**config.mk**
```make
export PLATFORM = sky130hd
export DESIGN_NAME = mem_stage_flat
export DESIGN_NICKNAME = d
export VERILOG_FILES = /design/src/rtl/mem_stage_if.sv /design/src/rtl/mem_stage.sv /design/src/flat_wrapper.sv
export SDC_FILE = /design/constraint.sdc
export NUM_CORES = 1
export LEC_CHECK = 0
export ABC_AREA = 1
export CAP_MARGIN = 20
export CELL_PAD_IN_SITES_DETAIL_PLACEMENT = 0
export CELL_PAD_IN_SITES_GLOBAL_PLACEMENT = 2
export CORE_ASPECT_RATIO = 1.25
export CORE_MARGIN = 3
export CORE_UTILIZATION = 23
export CTS_CLUSTER_SIZE = 20
export DETAILED_ROUTE_END_ITERATION = 8
export PLACE_DENSITY_LB_ADDON = 0.1
export SYNTH_ARGS = -nofsm -noshare
export SYNTH_HDL_FRONTEND = slang
export SYNTH_SLANG_ARGS = --single-unit
```
**constraint.sdc**
```tcl
create_clock -name clk -period 2.1 [get_ports clk]
set_input_delay 0.42 -clock clk [delete_from_list [all_inputs] [get_ports clk]]
set_output_delay 0.42 -clock clk [all_outputs]
set_load 0.1 [all_outputs]
```
**src/rtl/mem_stage_if.sv**
```systemverilog
// mem_stage_if: execute->memory->write-back handshake and data bus for mem_stage
//   exe_to_mem_valid/exe_to_mem_data : upstream bundle (103 bits)
//   mem_allow                        : stage can accept a bundle
//   data_sram_rdata                  : synchronous SRAM read data
//   wb_allow                         : write-back can accept a bundle
//   mem_to_wb_valid/mem_to_wb_data   : downstream bundle (70 bits)
//   mem_wr, mem_fwd_data             : register-write tag and forwarded result
interface mem_stage_if;
  logic         exe_to_mem_valid;
  logic [102:0] exe_to_mem_data;
  logic         mem_allow;
  logic [31:0]  data_sram_rdata;
  logic         wb_allow;
  logic         mem_to_wb_valid;
  logic [69:0]  mem_to_wb_data;
  logic [5:0]   mem_wr;
  logic [31:0]  mem_fwd_data;
  modport master (
    output exe_to_mem_valid, exe_to_mem_data, data_sram_rdata, wb_allow,
    input  mem_allow, mem_to_wb_valid, mem_to_wb_data, mem_wr, mem_fwd_data
  );
  modport slave (
    input  exe_to_mem_valid, exe_to_mem_data, data_sram_rdata, wb_allow,
    output mem_allow, mem_to_wb_valid, mem_to_wb_data, mem_wr, mem_fwd_data
  );
endinterface

```
**src/rtl/mem_stage.sv**
```systemverilog
// mem_stage: memory-access pipeline stage merging SRAM load data into the write-back bundle
//   clk    : clock, rising edge
//   resetn : synchronous active-low reset
//   bus    : mem_stage_if.slave (upstream bundle, SRAM read data, downstream bundle, wr tag, forward data)
module mem_stage (
  input logic        clk,
  input logic        resetn,
  mem_stage_if.slave bus
);
  logic         mem_valid_q, mem_valid_d;
  logic         mem_first_q, mem_first_d;
  logic [31:0]  rdata_buf_q, rdata_buf_d;
  logic [102:0] payload_q, payload_d;
  logic         gr_we, res_from_mem;
  logic [4:0]   dest;
  logic [31:0]  pc, alu_result;
  logic [9:0]   op;
  logic [1:0]   a;
  logic [31:0]  raw_rdata, byte_sh, half_sh, load_value, final_result;
  logic         accept;
  assign {gr_we, res_from_mem, dest, pc} = payload_q[102:64];
  assign op         = payload_q[63:54];
  assign alu_result = payload_q[31:0];
  assign a          = alu_result[1:0];
  // SRAM data is only valid the cycle after acceptance; afterwards use the held copy
  assign raw_rdata = mem_first_q ? bus.data_sram_rdata : rdata_buf_q;
  assign byte_sh   = raw_rdata >> {a, 3'b000};
  assign half_sh   = raw_rdata >> {a[1], 4'b0000};
  always_comb begin
    load_value = op == 10'h0A0 ? {{24{byte_sh[7]}}, byte_sh[7:0]} :
                 op == 10'h0A1 ? {{16{half_sh[15]}}, half_sh[15:0]} :
                 op == 10'h0A8 ? {24'd0, byte_sh[7:0]} :
                 op == 10'h0A9 ? {16'd0, half_sh[15:0]} :
                 raw_rdata;
    final_result = res_from_mem ? load_value : alu_result;
  end
  assign bus.mem_to_wb_valid = mem_valid_q;
  assign bus.mem_allow       = ~mem_valid_q | (bus.mem_to_wb_valid & bus.wb_allow);
  assign bus.mem_to_wb_data  = {gr_we, dest, pc, final_result};
  assign bus.mem_wr          = {mem_valid_q & gr_we, dest};
  assign bus.mem_fwd_data    = final_result;
  assign accept              = bus.exe_to_mem_valid & bus.mem_allow;
  always_comb begin
    mem_valid_d = bus.mem_allow ? bus.exe_to_mem_valid : mem_valid_q;
    payload_d   = accept ? bus.exe_to_mem_data : payload_q;
    mem_first_d = accept;
    rdata_buf_d = mem_first_q ? bus.data_sram_rdata : rdata_buf_q;
  end
  always_ff @(posedge clk) begin
    if (!resetn) begin
      mem_valid_q <= 1'b0;
      mem_first_q <= 1'b0;
      rdata_buf_q <= 32'd0;
      payload_q   <= 103'd0;
    end else begin
      mem_valid_q <= mem_valid_d;
      mem_first_q <= mem_first_d;
      rdata_buf_q <= rdata_buf_d;
      payload_q   <= payload_d;
    end
  end
endmodule

```
**src/flat_wrapper.sv**
```systemverilog
// flat-port wrapper written by rule: the top's interface ports become plain ports
module mem_stage_flat 
  (clk, resetn, bus_exe_to_mem_valid, bus_exe_to_mem_data, bus_data_sram_rdata, bus_wb_allow, bus_mem_allow, bus_mem_to_wb_valid, bus_mem_to_wb_data, bus_mem_wr, bus_mem_fwd_data);
  mem_stage_if bus_i ();
  input logic clk;
  input logic resetn;
  input wire logic [$bits(bus_i.exe_to_mem_valid)-1:0] bus_exe_to_mem_valid;
  input wire logic [$bits(bus_i.exe_to_mem_data)-1:0] bus_exe_to_mem_data;
  input wire logic [$bits(bus_i.data_sram_rdata)-1:0] bus_data_sram_rdata;
  input wire logic [$bits(bus_i.wb_allow)-1:0] bus_wb_allow;
  output wire logic [$bits(bus_i.mem_allow)-1:0] bus_mem_allow;
  output wire logic [$bits(bus_i.mem_to_wb_valid)-1:0] bus_mem_to_wb_valid;
  output wire logic [$bits(bus_i.mem_to_wb_data)-1:0] bus_mem_to_wb_data;
  output wire logic [$bits(bus_i.mem_wr)-1:0] bus_mem_wr;
  output wire logic [$bits(bus_i.mem_fwd_data)-1:0] bus_mem_fwd_data;
  assign bus_i.exe_to_mem_valid = bus_exe_to_mem_valid;
  assign bus_i.exe_to_mem_data = bus_exe_to_mem_data;
  assign bus_i.data_sram_rdata = bus_data_sram_rdata;
  assign bus_i.wb_allow = bus_wb_allow;
  assign bus_mem_allow = bus_i.mem_allow;
  assign bus_mem_to_wb_valid = bus_i.mem_to_wb_valid;
  assign bus_mem_to_wb_data = bus_i.mem_to_wb_data;
  assign bus_mem_wr = bus_i.mem_wr;
  assign bus_mem_fwd_data = bus_i.mem_fwd_data;
  mem_stage u_core (.clk(clk), .resetn(resetn), .bus(bus_i));
endmodule
```
==> metrics.yaml <==
pwr:
  irDropWorstVdd_mv: 0.555
  power.leakage_nw: 4.85
  finalPower_w: 0.00940
  cellPowerDensity_nw_per_um2: 843
die:
  initial_utilization_pct: 23.6
  io_pins: 249
  die_x_um: 155
  die_height_um: 193
  dieArea_sq_um: 30000
  fp-row-count: 67
  core_sq_um: 27200
global_route:
  track_usage_pct: 16.2
  grt_antenna_before_repair: 0
  grt_pass1_wl_um: 37400
  grt_pass1_vias: 6591
  grt-ovfl-total: 0
  grt_max_degree: 46
clock_network:
  clk_latency_ns: 0.42
  path_clk_slew_ns: 0.06
  cts_tree: "built"
  cts_buffers: 17
  ctsHtreeMaxLevel: 4
  ctsHoldBuffers: 0
  clock_path_buffers: 2
  clkSinkCount: 115
  root_buffer: "clkbuf_16"
yosys:
  synth_adder_area_share_pct: 0
  synth.largest_area_cell: "dfxtp_1"
  ys_ff_latch: 115
  synth_compound_area_share_pct: 16.2
  yosysUniqueCellTypes: 32
  syn_avg_cell_area_sq_um: 6.80
  synth.top_cell.area_share_pct: 35.9
  synth_xor_area_share_pct: 0
  synth-main-ff-cell: "dfxtp_1"
  async_flop_share_pct: 0
  yosysMostFrequentCell: "nor2_1"
  ys_warn_count: 0
  yosys.area_share.simple_pct: 31.1
  syn_nets: 1083
  synth_cells: 944
  yosysSeqAreaShare_pct: 35.9
  synth.area.mux_share_pct: 0
  syn_area_sq_um: 6420
  netlist_top_cells_count: "213 x nor2_1, 179 x nand2_1, 115 x dfxtp_1, 87 x o21ai_0, 77 x buf_4"
  synth_edf_count: 0
  synth_area_leaders: "dfxtp_1 36%, nor2_1 12%, nand2_1 10%"
  synth_top_family_by_area: "simple AND/OR/NAND/NOR gates"
critical_path:
  timing.rr.start: "u_core.bus.mem_to_wb_valid"
  crit_start: "u_core.mem_first_q"
  reg2reg_depth: 5
  critPathMaxFanout: 7
  r2r_slack_ns: 0.79
  start_kind: "register"
  crit_path_end: "bus_mem_fwd_data[25]"
  end_kind: "output pin"
  required_ns: 1.68
  cp.arrival_ns: 2.20
  timing.rr.end: "u_core.payload_q[62]"
  crit_type: "reg -> out"
finish:
  multiInputGateArea_sq_um: 3910
  layout-drive-gt1-share_pct: 38.1
  stdcell_count: 1508
  finalNetCount: 1289
  fin_util_pct: 41.1
  seq_area_sq_um: 2310
  antenna_cells: 0
  nFillCells: 2888
  area_growth_pct: 73.9
detailed_routing:
  routed_wl_um: 24400
  vias_per_cell: 4.28
  drt_iter0_markers: 204
  ant_nets: 0
  wl_per_cell_um: 16.2
  drc: 0
  first_pass_iters: 5
  vias: 6460
worst_hold_path:
  min_path_type: "in -> reg"
sta:
  tightest_slew_ns: 0.425
  slew_headroom_pct: 71.7
  skew_ns: 0.00870
  holdWs_ns: 0.411
  rsz0062_at_grt: "yes"
  finalCritPeriodShare_pct: 125
  slew_viol_final: 0
  hold_violations: 0
  fin_crit_ns: 2.62
  fmaxAchievable_ghz: 0.382
  setup_violations: 64
  timing.final.ws_setup_ns: -0.518
placed_design:
  numPortBuffers: 226
  hpwl_um: 18700
  globalplace.congestion: 0.817
  dp_cells: 1469
status:
  status: "finished, violations left"
  violations: "negative setup slack"
flow_run:
  maxCapViolCount: 0
## critical path, cell delays in order, from the launching register on
cell and delay (ns):
dfxtp_4 0.41, buf_4 0.14, nand2_1 0.08, nand3_2 0.12
nand3_2 0.08, nand2_2 0.11, a21oi_4 0.07, buf_4 0.17
buf_16 0.15, a21oi_4 0.21, buf_12 0.20
## repair_timing
action                                  4_1_cts  5_1_grt
cloned                                        1        0
resized for setup                            72       42
buffers inserted                              5        1
endpoints found under the setup margin       64       64
pin swaps                                    13       20
## worst min path at each step
stage                           startpoint                          to  slack [ns]  cells past startpoint
global placement    u_core.rdata_buf_q[22]      u_core.rdata_buf_q[22]        0.45                      2
floorplan             u_core.payload_q[57]        u_core.payload_q[57]        0.44                      2
finish                              resetn  u_core.bus.mem_to_wb_valid        0.41                      3
CTS                                 resetn  u_core.bus.mem_to_wb_valid        0.40                      3
detailed placement  u_core.rdata_buf_q[18]      u_core.rdata_buf_q[18]        0.46                      2
global route                        resetn  u_core.bus.mem_to_wb_valid        0.44                      3
## registers in the layout (all words and copies together) (netlist names)
name	flops
u_core.payload_q	81
u_core.bus.mem_to_wb_valid	1
u_core.rdata_buf_q	32
u_core.mem_first_q	1
## layout by cell type, fill, tap and decap left out, types with 4 or more instances in the layout
master / synthesis / layout
clkinvlp_4: 0 / 5
nor2_4: 0 / 6
nor2_1: 213 / 206
a21oi_4: 2 / 27
inv_2: 2 / 9
nand3_2: 3 / 28
nand3_1: 53 / 26
nand3b_1: 7 / 7
o21ai_4: 1 / 12
buf_4: 77 / 113
nand2_4: 2 / 7
o21ai_2: 20 / 20
buf_6: 6 / 5
nor2_2: 3 / 4
nand2_2: 7 / 65
a21oi_1: 24 / 16
clkdlybuf4s50_1: 0 / 115
dfxtp_2: 0 / 7
nand2_1: 179 / 107
inv_1: 44 / 35
dfxtp_1: 115 / 107
nand2_8: 0 / 9
buf_12: 3 / 82
clkbuf_16: 0 / 17
o21ai_1: 13 / 8
o21ai_0: 87 / 81
## kinds of logic after synthesis
group / Yosys count
compound gates: 170
buf+inv: 180
flops: 115
simple gates: 479
## layer usage
layer  up-vias  GRT usage, %  wire (um)  share of wire, %
li1       3340             -          -                 -
met1      2956          19.5      10400                43
met2       151          28.1      12300                50
met3        13          4.46       1340               5.5
met4         0          4.45        296               1.2
met5         -             0          0                 0
## where the power goes
| part | total [W] | internal (W) | switching [W] |
|---|---|---|---|
| Combinational | 0.00409 | 0.00141 | 0.00269 |
| Clock | 0.00286 | 0.00172 | 0.00114 |
| Sequential | 0.00245 | 0.00235 | 0.0000977 |
| Total | 0.00940 | 0.00548 | 0.00392 |
## stage by stage
step	cell area, sq um	worst slack, ns	setup TNS, ns
after floorplan	7310	-0.325	-9.17
after global placement	10100	-0.441	-23.48
after detailed placement	10100	-0.414	-23.82
after CTS	11000	-0.561	-33.25
after global routing	11200	-0.632	-38.09
final	11200	-0.518	-30.75
## final cells by class
| cell class | instances | share of cell area, % |
|---|---|---|
| clock buffers | 21 | 4.22 |
| clock inverters | 11 | 0.931 |
| inverters | 50 | 1.77 |
| multi-input cells | 649 | 35.0 |
| flip-flops and latches | 115 | 20.7 |
| well taps | 345 | 3.87 |
| repair buffers | 317 | 33.4 |
Note: power is estimated with default switching activity, not from simulation.
